`src/rtl/equiv_sweep_ctrl.sv`:
```
// Exhaustive equivalence sweep: drives every N-bit vector to two implementations,
// compares their outputs after a settle delay and records the f_min truth table.
module equiv_sweep_ctrl #(
    parameter int N      = 4,
    parameter int SETTLE = 1
) (
    input  logic               clk,
    input  logic               rst_n,
    input  logic               start,
    input  logic               abort,
    input  logic               f_min,
    input  logic               f_max,
    output logic [N-1:0]       vec,
    output logic               busy,
    output logic               done,
    output logic               match,
    output logic [N:0]         mism_cnt,
    output logic [N-1:0]       first_bad,
    output logic [2**N-1:0]    table_min
);

    typedef enum logic [1:0] {
        S_IDLE,
        S_SETTLE,
        S_SAMPLE,
        S_DONE
    } state_t;

    localparam logic [N-1:0] VEC_LAST    = '1;
    localparam logic [N:0]   CNT_MAX     = (N+1)'(2**N);
    localparam logic [3:0]   SETTLE_LAST = 4'((SETTLE > 0) ? SETTLE - 1 : 0);

    state_t          stateReg;
    state_t          stateNext;
    logic [N-1:0]    vecReg;
    logic [3:0]      settleCntReg;
    logic            matchReg;
    logic [N:0]      mismCntReg;
    logic [N-1:0]    firstBadReg;
    logic [2**N-1:0] tableReg;

    logic            clearRes;
    logic            takeSample;
    logic            mismatch;

    assign clearRes   = (stateReg == S_IDLE) && start;
    assign takeSample = (stateReg == S_SAMPLE) && !abort;
    assign mismatch   = f_min ^ f_max;

    always_ff @(posedge clk or negedge rst_n) begin
        if (!rst_n) begin
            stateReg <= S_IDLE;
        end else begin
            stateReg <= stateNext;
        end
    end

    always_comb begin
        stateNext = stateReg;
        case (stateReg)
            S_IDLE: begin
                // start outranks abort here because abort is never looked at in IDLE
                if (start) begin
                    stateNext = (SETTLE == 0) ? S_SAMPLE : S_SETTLE;
                end
            end
            S_SETTLE: begin
                if (abort) begin
                    stateNext = S_IDLE;
                end else if (settleCntReg == SETTLE_LAST) begin
                    stateNext = S_SAMPLE;
                end
            end
            S_SAMPLE: begin
                if (abort) begin
                    stateNext = S_IDLE;
                end else if (vecReg == VEC_LAST) begin
                    stateNext = S_DONE;
                end else begin
                    stateNext = (SETTLE == 0) ? S_SAMPLE : S_SETTLE;
                end
            end
            S_DONE: begin
                stateNext = S_IDLE;
            end
            default: begin
                stateNext = S_IDLE;
            end
        endcase
    end

    always_ff @(posedge clk or negedge rst_n) begin
        if (!rst_n) begin
            vecReg       <= '0;
            settleCntReg <= '0;
            matchReg     <= 1'b1;
            mismCntReg   <= '0;
            firstBadReg  <= '0;
        end else begin
            case (stateReg)
                S_IDLE: begin
                    if (start) begin
                        vecReg       <= '0;
                        settleCntReg <= '0;
                        matchReg     <= 1'b1;
                        mismCntReg   <= '0;
                        firstBadReg  <= '0;
                    end
                end
                S_SETTLE: begin
                    if (abort) begin
                        vecReg <= '0;
                    end else if (settleCntReg == SETTLE_LAST) begin
                        settleCntReg <= '0;
                    end else begin
                        settleCntReg <= settleCntReg + 4'd1;
                    end
                end
                S_SAMPLE: begin
                    if (abort) begin
                        vecReg <= '0;
                    end else begin
                        if (mismatch) begin
                            matchReg <= 1'b0;
                            if (mismCntReg != CNT_MAX) begin
                                mismCntReg <= mismCntReg + 1'b1;
                            end
                            // matchReg still high means this is the first mismatch of the sweep
                            if (matchReg) begin
                                firstBadReg <= vecReg;
                            end
                        end
                        if (vecReg != VEC_LAST) begin
                            vecReg <= vecReg + 1'b1;
                        end
                        settleCntReg <= '0;
                    end
                end
                S_DONE: begin
                    vecReg <= '0;
                end
                default: begin
                    vecReg <= '0;
                end
            endcase
        end
    end

    // One flop per truth-table entry, written only when its own vector is sampled
    for (genvar gi = 0; gi < 2**N; gi++) begin : g_table
        always_ff @(posedge clk or negedge rst_n) begin
            if (!rst_n) begin
                tableReg[gi] <= 1'b0;
            end else if (clearRes) begin
                tableReg[gi] <= 1'b0;
            end else if (takeSample && (vecReg == N'(gi))) begin
                tableReg[gi] <= f_min;
            end
        end
    end

    assign vec       = vecReg;
    assign busy      = (stateReg != S_IDLE);
    assign done      = (stateReg == S_DONE);
    assign match     = matchReg;
    assign mism_cnt  = mismCntReg;
    assign first_bad = firstBadReg;
    assign table_min = tableReg;

endmodule

```
`config.mk`:
```
export PLATFORM = sky130hd
export DESIGN_NAME = equiv_sweep_ctrl
export DESIGN_NICKNAME = d
export VERILOG_FILES = /design/src/rtl/equiv_sweep_ctrl.sv
export SDC_FILE = /design/constraint.sdc
export NUM_CORES = 1
export LEC_CHECK = 0
export CAP_MARGIN = 20
export CELL_PAD_IN_SITES_DETAIL_PLACEMENT = 2
export CELL_PAD_IN_SITES_GLOBAL_PLACEMENT = 2
export CORE_ASPECT_RATIO = 0.75
export CORE_MARGIN = 4
export CORE_UTILIZATION = 30
export CTS_BUF_LIST = sky130_fd_sc_hd__clkbuf_8 sky130_fd_sc_hd__clkbuf_16
export CTS_CLUSTER_SIZE = 14
export DETAILED_ROUTE_END_ITERATION = 8
export PLACE_DENSITY_LB_ADDON = 0.05
export SYNTH_ARGS = -nofsm -noshare
export SYNTH_HDL_FRONTEND = slang
export SYNTH_SLANG_ARGS = --single-unit
export TNS_END_PERCENT = 1
```
`constraint.sdc`:
```
create_clock -name clk -period 2.1 [get_ports clk]
set_input_delay 0.42 -clock clk [delete_from_list [all_inputs] [get_ports clk]]
set_output_delay 0.42 -clock clk [all_outputs]
set_load 0.01 [all_outputs]
```
; Word-level counts from Yosys, hierarchy flattened
; Index checks and enable logic that the tools add are counted.
[op_classes]
add_sub_neg = 3
n_mul = 0
n_div = 0
magnitude_cmp = 0
n_eq_ne = 29
shifts = 0
mux = 60
n_bitwise = 1
n_reduce_logical = 47
[op_table]
columns = operator, count
row1 = 4-bit two-way mux, 10
row2 = 2-bit nonzero test, 18
row3 = 1-bit two-way mux, 35
row4 = "4-bit equality test, second input constant", 8
row5 = 5-bit two-way mux, 4
row6 = 1-bit logical AND, 18
row7 = "4-bit by 3-bit equality test with 1-bit output, second input constant", 4
row8 = 4-bit case mux with 4 select lines, 1
row9 = "2-bit inequality test, second input constant", 6
row10 = 4-bit case mux with 3 select lines, 1
row11 = 2-bit two-way mux, 5
row12 = 5-bit case mux with 2 select lines, 1
row13 = 5-bit AND reduction, 2
row14 = "4-bit by 1-bit adder with 4-bit output, second input constant", 2
row15 = "4-bit by 2-bit equality test with 1-bit output, second input constant", 2
row16 = 4-bit zero test, 2
row17 = 2-bit case mux with 4 select lines, 1
row18 = 4-bit case mux with 2 select lines, 1
row19 = 4-bit AND reduction, 2
row20 = "5-bit by 1-bit adder with 5-bit output, second input constant", 1
row21 = "5-bit inequality test, second input constant", 1
row22 = "2-bit equality test, second input constant", 2
row23 = "4-bit by 1-bit equality test with 1-bit output, second input constant", 1
row24 = "4-bit inequality test, second input constant", 1
row25 = other kinds (11), 11
[totals]
regBits = 36
latchBits = 0
ram_bits = 0
rom_bits = 0
in_bits = 6
output_inout_bits = 32
word_cells = 162
n_memories = 0

; Logic depth before layout (Yosys ltp)
; Gate-level depths: netlist (run 1).
[logic_depth]
depth_word = 5
ltp_mapped = 6
depth_no_buf = 5

; Worst setup path before layout (run 1)
; OpenSTA, ideal clock, no wires.
[synth_timing]
path_type = reg2reg
from = register stateReg[0]
to = register mismCntReg[3] (netlist: mism_cnt[3])
setup_ns = 0.073
arrival_ns = 1.637
required_time_ns = 2.027
setup_slack_ns = 0.389
stages_incl_launch_ff = 6
path_buffers = 2
period_less_slack_ns = 1.711
cell_sequence = dfrtp_1 > buf_6 > or3b_4 > buf_6 > or4_4 > a21oi_2
[synth_via]
elab_chain_len = 3
elab_cells_between_ends = 9
cone_classes = eq/ne: 5 / mux: 1 / reduce/logical: 3
[synth_rtl]
columns = item, line
row1 = start: declaration, 33  ; state_t stateReg;
row2 = start signal: assignment, 54  ; stateReg <= stateNext;
row3 = 2-bit equality test / 2-bit zero test (equally long branches), 100  ; case (stateReg)
row4 = "2-bit by 1-bit inequality test with 1-bit output (no line), or another cell as far along", -
row5 = 5-bit AND reduction (no line), -
row6 = end signal: assignment, 126  ; mismCntReg <= mismCntReg + 1'b1;
row7 = end: declaration, 38  ; logic [N:0] mismCntReg;
; Parallel ways exist; a longest one is shown, timed or not.
; A chain may end at the register's enable or synchronous reset.

; Worst setup path in the final report (run 1)
[layout_timing]
from = register stateReg[0]
to = output busy
[layout_via]
elab_chain_len = 1
[layout_rtl]
columns = item, line
row1 = 2-bit nonzero test, 163  ; assign busy = (stateReg != S_IDLE);
row2 = end: declaration, 14  ; output logic busy,
; No other way between the ends.

==> run_summary.xml, run 1 <==
<?xml version="1.0" encoding="UTF-8"?>
<metrics>
  <group name="setup_path">
    <metric name="worst_setup_ep_type" unit="">output pin</metric>
    <metric name="critical_path_peak_fanout" unit="">10</metric>
    <metric name="arrival" unit="ps">1600</metric>
    <metric name="setup.worst_path.class" unit="">reg2out</metric>
    <metric name="cp-start-kind" unit="">flop</metric>
    <metric name="worst_ep_required_time" unit="ps">1680</metric>
  </group>
  <group name="synth">
    <metric name="synth_area_per_cell" unit="sq um">10.3</metric>
    <metric name="synth-seq-cells" unit="">36</metric>
    <metric name="synth_nets" unit="">209</metric>
    <metric name="synthDominantCellAreaShare" unit="%">43.8</metric>
    <metric name="post-synth-top-area-cell" unit="">sky130_fd_sc_hd__dfrtp_1</metric>
    <metric name="ys_async_sr_fraction" unit="%">100</metric>
    <metric name="yosys.cell_types.count" unit="">46</metric>
    <metric name="synth_top_cells_by_area" unit="">sky130_fd_sc_hd__dfrtp_1 (44%), sky130_fd_sc_hd__o31ai_1 (5.3%), sky130_fd_sc_hd__ha_1 (5.0%)</metric>
    <metric name="synth_seq_area_share" unit="%">45.1</metric>
    <metric name="yosys_warnings" unit="">0</metric>
    <metric name="postSynthCellCount" unit="">195</metric>
    <metric name="synth-edff-count" unit="">0</metric>
    <metric name="postSynth.topFlopCell" unit="">sky130_fd_sc_hd__dfrtp_1</metric>
    <metric name="synthesis.area" unit="sq mm">0.00200</metric>
  </group>
  <group name="detailed_routing">
    <metric name="routed-via-count" unit="">1756</metric>
    <metric name="route.detailed.vias_per_inst" unit="">5.40</metric>
    <metric name="remaining_design_rule_violation_count" unit="">0</metric>
    <metric name="route.detailed.wl_per_inst" unit="microns">19.7</metric>
    <metric name="drt-total-wl" unit="mm">6.40</metric>
    <metric name="drt-initial-drc-count" unit="">54</metric>
    <metric name="final_antenna_net_count" unit="">0</metric>
    <metric name="detail_route.first_pass.iterations" unit="">4</metric>
  </group>
  <group name="finish">
    <metric name="post_route_cells_drive_above_1_share" unit="%">13.9</metric>
    <metric name="multi_input_area" unit="sq um">992</metric>
    <metric name="count_of_antenna_diodes_in_the_layout" unit="">0</metric>
    <metric name="area_growth_syn_to_layout" unit="%">31.1</metric>
    <metric name="final.fill_count" unit="">706</metric>
    <metric name="fin_cells" unit="">325</metric>
    <metric name="seq_area" unit="sq um">902</metric>
    <metric name="nNetsFinal" unit="">257</metric>
  </group>
  <group name="grt">
    <metric name="first_global_vias" unit="">1948</metric>
    <metric name="largest_net_degree_at_the_start_of_global_routing" unit="">37</metric>
    <metric name="antenna_violations_before_repair" unit="">0</metric>
    <metric name="wire_length_of_the_first_global_routing_pass" unit="mm">10.7</metric>
    <metric name="grt_use_total" unit="%">16.9</metric>
    <metric name="overflow_left_after_global_routing" unit="">0</metric>
  </group>
  <group name="clock_network">
    <metric name="numCtsBuffers" unit="">5</metric>
    <metric name="clock-sinks" unit="">36</metric>
    <metric name="cts_tree" unit="">yes</metric>
    <metric name="holdBufCountCts" unit="">0</metric>
    <metric name="clkTransAtPathRegs" unit="ps">70</metric>
    <metric name="post_cts_buffers" unit="">0</metric>
    <metric name="clock_tree.buffer_depth" unit="">2</metric>
    <metric name="cts_resized" unit="">0</metric>
    <metric name="cts_max_level" unit="">2</metric>
    <metric name="clock_insertion_delay_worst_skew" unit="ps">290</metric>
    <metric name="ctsRootBufferMaster" unit="">sky130_fd_sc_hd__clkbuf_8</metric>
  </group>
  <group name="status">
    <metric name="run_status" unit="">finished clean</metric>
  </group>
  <group name="min_path">
    <metric name="holdCritPathClass" unit="">reg2reg</metric>
  </group>
  <group name="power_and_ir_drop">
    <metric name="power.density" unit="mW/mm^2">831</metric>
    <metric name="power.static_leakage" unit="nW">1.12</metric>
    <metric name="power" unit="mW">2.18</metric>
    <metric name="ir_worst_vdd" unit="uV">387</metric>
  </group>
  <group name="floorplan">
    <metric name="die_w" unit="microns">102</metric>
    <metric name="floorplan.core_area" unit="sq mm">0.00638</metric>
    <metric name="dieArea" unit="sq mm">0.00805</metric>
    <metric name="fp.dieH" unit="microns">78.7</metric>
    <metric name="std_cell_rows" unit="">25</metric>
    <metric name="initial_core_util" unit="%">31.3</metric>
    <metric name="io-pin-count" unit="">38</metric>
  </group>
  <group name="placed_design">
    <metric name="place_inst" unit="">317</metric>
    <metric name="dp_hpwl" unit="mm">4.75</metric>
    <metric name="numPortBuffers" unit="">37</metric>
    <metric name="finalWeightedCongestion" unit="">0.745</metric>
  </group>
  <group name="timing">
    <metric name="grt_setup_unrepaired" unit="">no</metric>
    <metric name="achievable-frequency" unit="MHz">495</metric>
    <metric name="tightest_slew" unit="ps">513</metric>
    <metric name="finalSetupViolCount" unit="">0</metric>
    <metric name="finalCritPeriodShare" unit="%">96.2</metric>
    <metric name="hold_slack_final" unit="ps">533</metric>
    <metric name="final.setup.tns" unit="ps">0</metric>
    <metric name="finalHoldViolations" unit="">0</metric>
    <metric name="final-max-slew-violation-count" unit="">0</metric>
    <metric name="finClkSkew" unit="ps">2.68</metric>
    <metric name="worst_slew_margin_rel" unit="%">65.3</metric>
    <metric name="finalCriticalPeriod" unit="ps">2020</metric>
  </group>
  <group name="flow_run">
    <metric name="maximum_capacitance_violations" unit="">0</metric>
  </group>
</metrics>
## power by group
group | leakage [nW] | internal, mW | switching (mW) | total (mW)
Combinational | 0.566 | 0.364 | 0.433 | 0.797
Clock | 0.0538 | 0.258 | 0.252 | 0.510
Sequential | 0.496 | 0.768 | 0.104 | 0.872
Total | 1.12 | 1.39 | 0.788 | 2.18
## cell usage in the layout (no fill, tap or decap), types with 2 or more instances in the layout
master	netlist	routed
sky130_fd_sc_hd__buf_4	0	16
sky130_fd_sc_hd__clkdlybuf4s50_1	0	37
sky130_fd_sc_hd__nor2b_1	2	2
sky130_fd_sc_hd__nor4bb_1	2	2
sky130_fd_sc_hd__nand3_1	11	11
sky130_fd_sc_hd__nand4_1	6	6
sky130_fd_sc_hd__or3b_2	2	2
sky130_fd_sc_hd__or2_2	2	2
sky130_fd_sc_hd__nor2_1	5	5
sky130_fd_sc_hd__clkbuf_8	0	6
sky130_fd_sc_hd__nand4bb_1	4	4
sky130_fd_sc_hd__mux2i_1	7	7
sky130_fd_sc_hd__o311ai_0	3	3
sky130_fd_sc_hd__nor3b_2	2	2
sky130_fd_sc_hd__dfrtp_1	35	35
sky130_fd_sc_hd__o41ai_1	2	2
sky130_fd_sc_hd__inv_1	12	14
sky130_fd_sc_hd__nand2b_1	6	6
sky130_fd_sc_hd__o211ai_1	6	6
sky130_fd_sc_hd__o31ai_1	14	14
sky130_fd_sc_hd__and4bb_2	2	2
sky130_fd_sc_hd__a21o_1	5	5
sky130_fd_sc_hd__ha_1	8	8
sky130_fd_sc_hd__a21oi_1	11	11
sky130_fd_sc_hd__nand2_1	9	9
sky130_fd_sc_hd__o21ai_0	7	7
## critical path: stages (launching register included)
cell                              delay, ps
sky130_fd_sc_hd__dfrtp_1                480
sky130_fd_sc_hd__or2_2                  350
sky130_fd_sc_hd__clkdlybuf4s50_1        480
## final cells by class
class / count / share of cell area (%)
clock buffer: 6 / 3.15
clock inverter: 2 / 0.286
inverter: 12 / 1.72
multi-input combinational: 135 / 37.9
sequential: 36 / 34.4
tap: 81 / 3.87
timing repair buffer: 53 / 18.7
## Yosys cell counts, drive strengths merged (6+ instances only)
| cell | instances |
|---|---|
| nand2b | 6 |
| inv | 12 |
| nand3 | 11 |
| clkbuf | 8 |
| nand2 | 9 |
| mux2i | 7 |
| a21oi | 12 |
| o31ai | 14 |
| o211ai | 6 |
| ha | 8 |
| nand4 | 6 |
| dfrtp | 35 |
| o21ai | 7 |
## logic make-up after synthesis
group	Yosys count	synth area share [%]
AOI/OAI and AO/OA	56	19.4
xor gates and xnor gates	2	0.876
adders and majority gates	8	5.01
buffers and inverters	24	5.26
DFF	36	45.1
muxes	7	3.50
and+or+nand+nor	62	20.8
## metrics by stage
step,setup WS [ps],utilization (%),area [sq um]
after CTS,57.3,41.1,2620
after floorplan,389,-,2000
after detailed placement,63.8,39.7,2530
final,79.6,41.1,2620
after global placement,112,39.7,2530
after global routing,6.62,41.1,2620
## worst paths after layout
kind                       slack, ps  depth (start not counted)               to         start
min                              530                          2     table_min[2]  table_min[2]
min reg2reg                      530                          2     table_min[2]  table_min[2]
max in group asynchronous       1180                          2            match         rst_n
max                               80                          2             busy   stateReg[0]
max reg2reg                      390                          4     table_min[6]   stateReg[1]
min in group asynchronous        560                          2  settleCntReg[1]         rst_n
## per-layer routing
metal	vias up	wire length, microns	global-route usage, %
met5	-	0	0
met3	5	311	3.51
li1	827	-	-
met1	886	3130	23.8
met4	0	52	3.54
met2	38	2910	27.0
## registers in the layout, indices dropped and copies added (netlist names)
register,cells
mism_cnt,5
settleCntReg,4
stateReg,2
table_min,16
match,1
vec,4
first_bad,4
Note: power is estimated with default switching activity, not from simulation.
==> inputs of run 2 (changes only) <==
==> constraint.sdc (replaced) <==
create_clock -name clk -period 2.5 [get_ports clk]
set_input_delay 0.5 -clock clk [delete_from_list [all_inputs] [get_ports clk]]
set_output_delay 0.5 -clock clk [all_outputs]
set_load 0.01 [all_outputs]
==> run 2 against run 1 <==
Sequential share of layout area grew 0.57 points. First-iteration DRC count grew 9.3%. Register-to-register slack gained 250 ps. Global-route usage shrank 0.52 points. Clock-buffer cell count is the same. Combinational power shrank 21%. Hold slack lost 14 ps. Wire length shrank 3.8%. Flip-flop and latch count is the same. Sequential power shrank 15%. Critical endpoint unchanged. Largest power group unchanged. Highest routed layer unchanged.
==> run_summary.xml, run 2 (synthesis results as in run 1) <==
<?xml version="1.0" encoding="UTF-8"?>
<metrics>
  <group name="status">
    <metric name="run_status" unit="">finished clean</metric>
  </group>
  <group name="clock_network">
    <metric name="clock_tree.buffer_depth" unit="">2</metric>
    <metric name="clkTransAtPathRegs" unit="ps">70</metric>
    <metric name="cts_resized" unit="">0</metric>
    <metric name="cts_max_level" unit="">2</metric>
    <metric name="post_cts_buffers" unit="">0</metric>
    <metric name="clock-sinks" unit="">36</metric>
    <metric name="ctsRootBufferMaster" unit="">sky130_fd_sc_hd__clkbuf_8</metric>
    <metric name="numCtsBuffers" unit="">5</metric>
    <metric name="clock_insertion_delay_worst_skew" unit="ps">280</metric>
    <metric name="cts_tree" unit="">yes</metric>
    <metric name="holdBufCountCts" unit="">0</metric>
  </group>
  <group name="setup_path">
    <metric name="worst_ep_required_time" unit="ps">2000</metric>
    <metric name="crit_buf_inv" unit="">1</metric>
    <metric name="setup.worst_path.class" unit="">reg2out</metric>
    <metric name="worst_setup_ep_type" unit="">output pin</metric>
    <metric name="max_stage_delay" unit="ps">540</metric>
    <metric name="worst_path_max_delay_cell" unit="">sky130_fd_sc_hd__dfrtp_1</metric>
    <metric name="critical-path-top-delay-family" unit="">flip-flops</metric>
    <metric name="cp-start-kind" unit="">flop</metric>
    <metric name="arrival" unit="ps">1660</metric>
    <metric name="timing.critical_path.cells" unit="">or2_2 &gt; clkdlybuf4s50_1</metric>
    <metric name="critical_path_peak_fanout" unit="">15</metric>
  </group>
  <group name="timing">
    <metric name="finalCritPeriodShare" unit="%">86.6</metric>
    <metric name="finalHoldViolations" unit="">0</metric>
    <metric name="finalCriticalPeriod" unit="ps">2160</metric>
    <metric name="final-max-slew-violation-count" unit="">0</metric>
    <metric name="achievable-frequency" unit="MHz">462</metric>
    <metric name="tightest_slew" unit="ps">590</metric>
    <metric name="final.setup.tns" unit="ps">0</metric>
    <metric name="finalSetupViolCount" unit="">0</metric>
    <metric name="grt_setup_unrepaired" unit="">no</metric>
    <metric name="worst_slew_margin_rel" unit="%">60.1</metric>
    <metric name="finClkSkew" unit="ps">5.74</metric>
  </group>
  <group name="placed_design">
    <metric name="dp_hpwl" unit="mm">4.63</metric>
    <metric name="numPortBuffers" unit="">37</metric>
    <metric name="place_inst" unit="">311</metric>
    <metric name="finalWeightedCongestion" unit="">0.772</metric>
  </group>
  <group name="flow_run">
    <metric name="maximum_capacitance_violations" unit="">0</metric>
  </group>
  <group name="floorplan">
    <metric name="dieArea" unit="sq mm">0.00805</metric>
    <metric name="io-pin-count" unit="">38</metric>
    <metric name="initial_core_util" unit="%">31.3</metric>
    <metric name="floorplan.core_area" unit="sq mm">0.00638</metric>
    <metric name="die_w" unit="microns">102</metric>
    <metric name="std_cell_rows" unit="">25</metric>
    <metric name="fp.dieH" unit="microns">78.7</metric>
  </group>
  <group name="grt">
    <metric name="wire_length_of_the_first_global_routing_pass" unit="mm">10.1</metric>
    <metric name="grt_use_total" unit="%">16.4</metric>
    <metric name="overflow_left_after_global_routing" unit="">0</metric>
    <metric name="largest_net_degree_at_the_start_of_global_routing" unit="">37</metric>
    <metric name="antenna_violations_before_repair" unit="">0</metric>
    <metric name="first_global_vias" unit="">1851</metric>
  </group>
  <group name="detailed_routing">
    <metric name="drt-total-wl" unit="mm">6.16</metric>
    <metric name="detail_route.first_pass.iterations" unit="">4</metric>
    <metric name="remaining_design_rule_violation_count" unit="">0</metric>
    <metric name="route.detailed.wl_per_inst" unit="microns">19.3</metric>
    <metric name="final_antenna_net_count" unit="">0</metric>
    <metric name="routed-via-count" unit="">1724</metric>
    <metric name="route.detailed.vias_per_inst" unit="">5.40</metric>
    <metric name="drt-initial-drc-count" unit="">59</metric>
  </group>
  <group name="power_and_ir_drop">
    <metric name="power.static_leakage" unit="nW">1.08</metric>
    <metric name="power.internal" unit="mW">1.15</metric>
    <metric name="power.share.combinational" unit="%">34.9</metric>
    <metric name="pwr-share-clk" unit="%">23.9</metric>
    <metric name="switching_power" unit="mW">0.651</metric>
    <metric name="power.density" unit="mW/mm^2">698</metric>
    <metric name="ir_worst_vdd" unit="uV">322</metric>
    <metric name="power" unit="mW">1.80</metric>
    <metric name="seq_power_share" unit="%">41.2</metric>
    <metric name="power.share.switching" unit="%">36.2</metric>
  </group>
  <group name="finish">
    <metric name="layout_commonest_cell" unit="">sky130_fd_sc_hd__clkdlybuf4s50_1</metric>
    <metric name="final.fill_count" unit="">693</metric>
    <metric name="nNetsFinal" unit="">251</metric>
    <metric name="flip_flop_count_of_the_largest_register_after_layout" unit="">16</metric>
    <metric name="area_growth_syn_to_layout" unit="%">29.0</metric>
    <metric name="count_of_antenna_diodes_in_the_layout" unit="">0</metric>
    <metric name="layout.cells.most_common_list" unit="">sky130_fd_sc_hd__clkdlybuf4s50_1 (37), sky130_fd_sc_hd__dfrtp_1 (35), sky130_fd_sc_hd__o31ai_1 (14)</metric>
    <metric name="post_route_cells_drive_above_1_share" unit="%">12.6</metric>
    <metric name="fin_cells" unit="">319</metric>
  </group>
  <group name="min_path">
    <metric name="holdCritPathClass" unit="">reg2reg</metric>
  </group>
</metrics>
## run 2: power groups by stage
stage | clock network [mW] | registers (mW) | logic (mW)
after detailed placement | 0 | 0.752 | 0.634
after global routing | 0.486 | 0.759 | 0.696
final | 0.430 | 0.741 | 0.628
after floorplan | 0 | 0.714 | 0.412
after CTS | 0.461 | 0.742 | 0.637
after global placement | 0 | 0.746 | 0.606
## run 2: routing by layer
layer  global-route usage [%]  part of all wire (%)  wire length, microns
met5                        0                     0                     0
met4                     4.98                  0.88                    54
met3                     3.07                   4.5                   279
met2                     26.2                    46                  2810
met1                     22.6                    49                  3010
## run 2: final timing paths
kind / startpoint / end / slack (ps) / cells after the start
setup / recovery: stateReg[1] / busy / 340 / 2
hold reg to reg: mism_cnt[4] / mism_cnt[4] / 520 / 1
max in group asynchronous: rst_n / match / 1510 / 2
hold / removal: mism_cnt[4] / mism_cnt[4] / 520 / 1
setup reg to reg: stateReg[1] / mism_cnt[3] / 640 / 3
min in group asynchronous: rst_n / vec[3] / 640 / 2
## run 2: cell type report
class | count | area [sq um] | share of cell area, %
clock buffers | 6 | 82.6 | 3.20
inverters | 12 | 45.0 | 1.75
flip-flops and latches | 36 | 902 | 35.0
repair buffers | 47 | 445 | 17.3
multi-input cells | 135 | 992 | 38.5
well taps | 81 | 101 | 3.93
clock inverters | 2 | 10.0 | 0.388
## run 2: worst register-to-register path, delay by kind of cell (launching register included)
| family | cells | cell delay, ps |
|---|---|---|
| AO/OA/AOI/OAI | 1 | 140 |
| flip-flops | 1 | 610 |
| AND/OR/NAND/NOR | 2 | 1050 |
## run 2: metrics by stage
step | setup slack (ps) | util [%] | cell area, sq um | hold WS, ps
3_3_place_gp | 321 | 39.0 | 2490 | 499
5_1_grt | 243 | 40.4 | 2580 | 569
3_5_place_dp | 212 | 39.0 | 2490 | 509
2_1_floorplan | 789 | - | 2000 | 204
6_report | 335 | 40.4 | 2580 | 519
4_1_cts | 310 | 40.4 | 2580 | 525
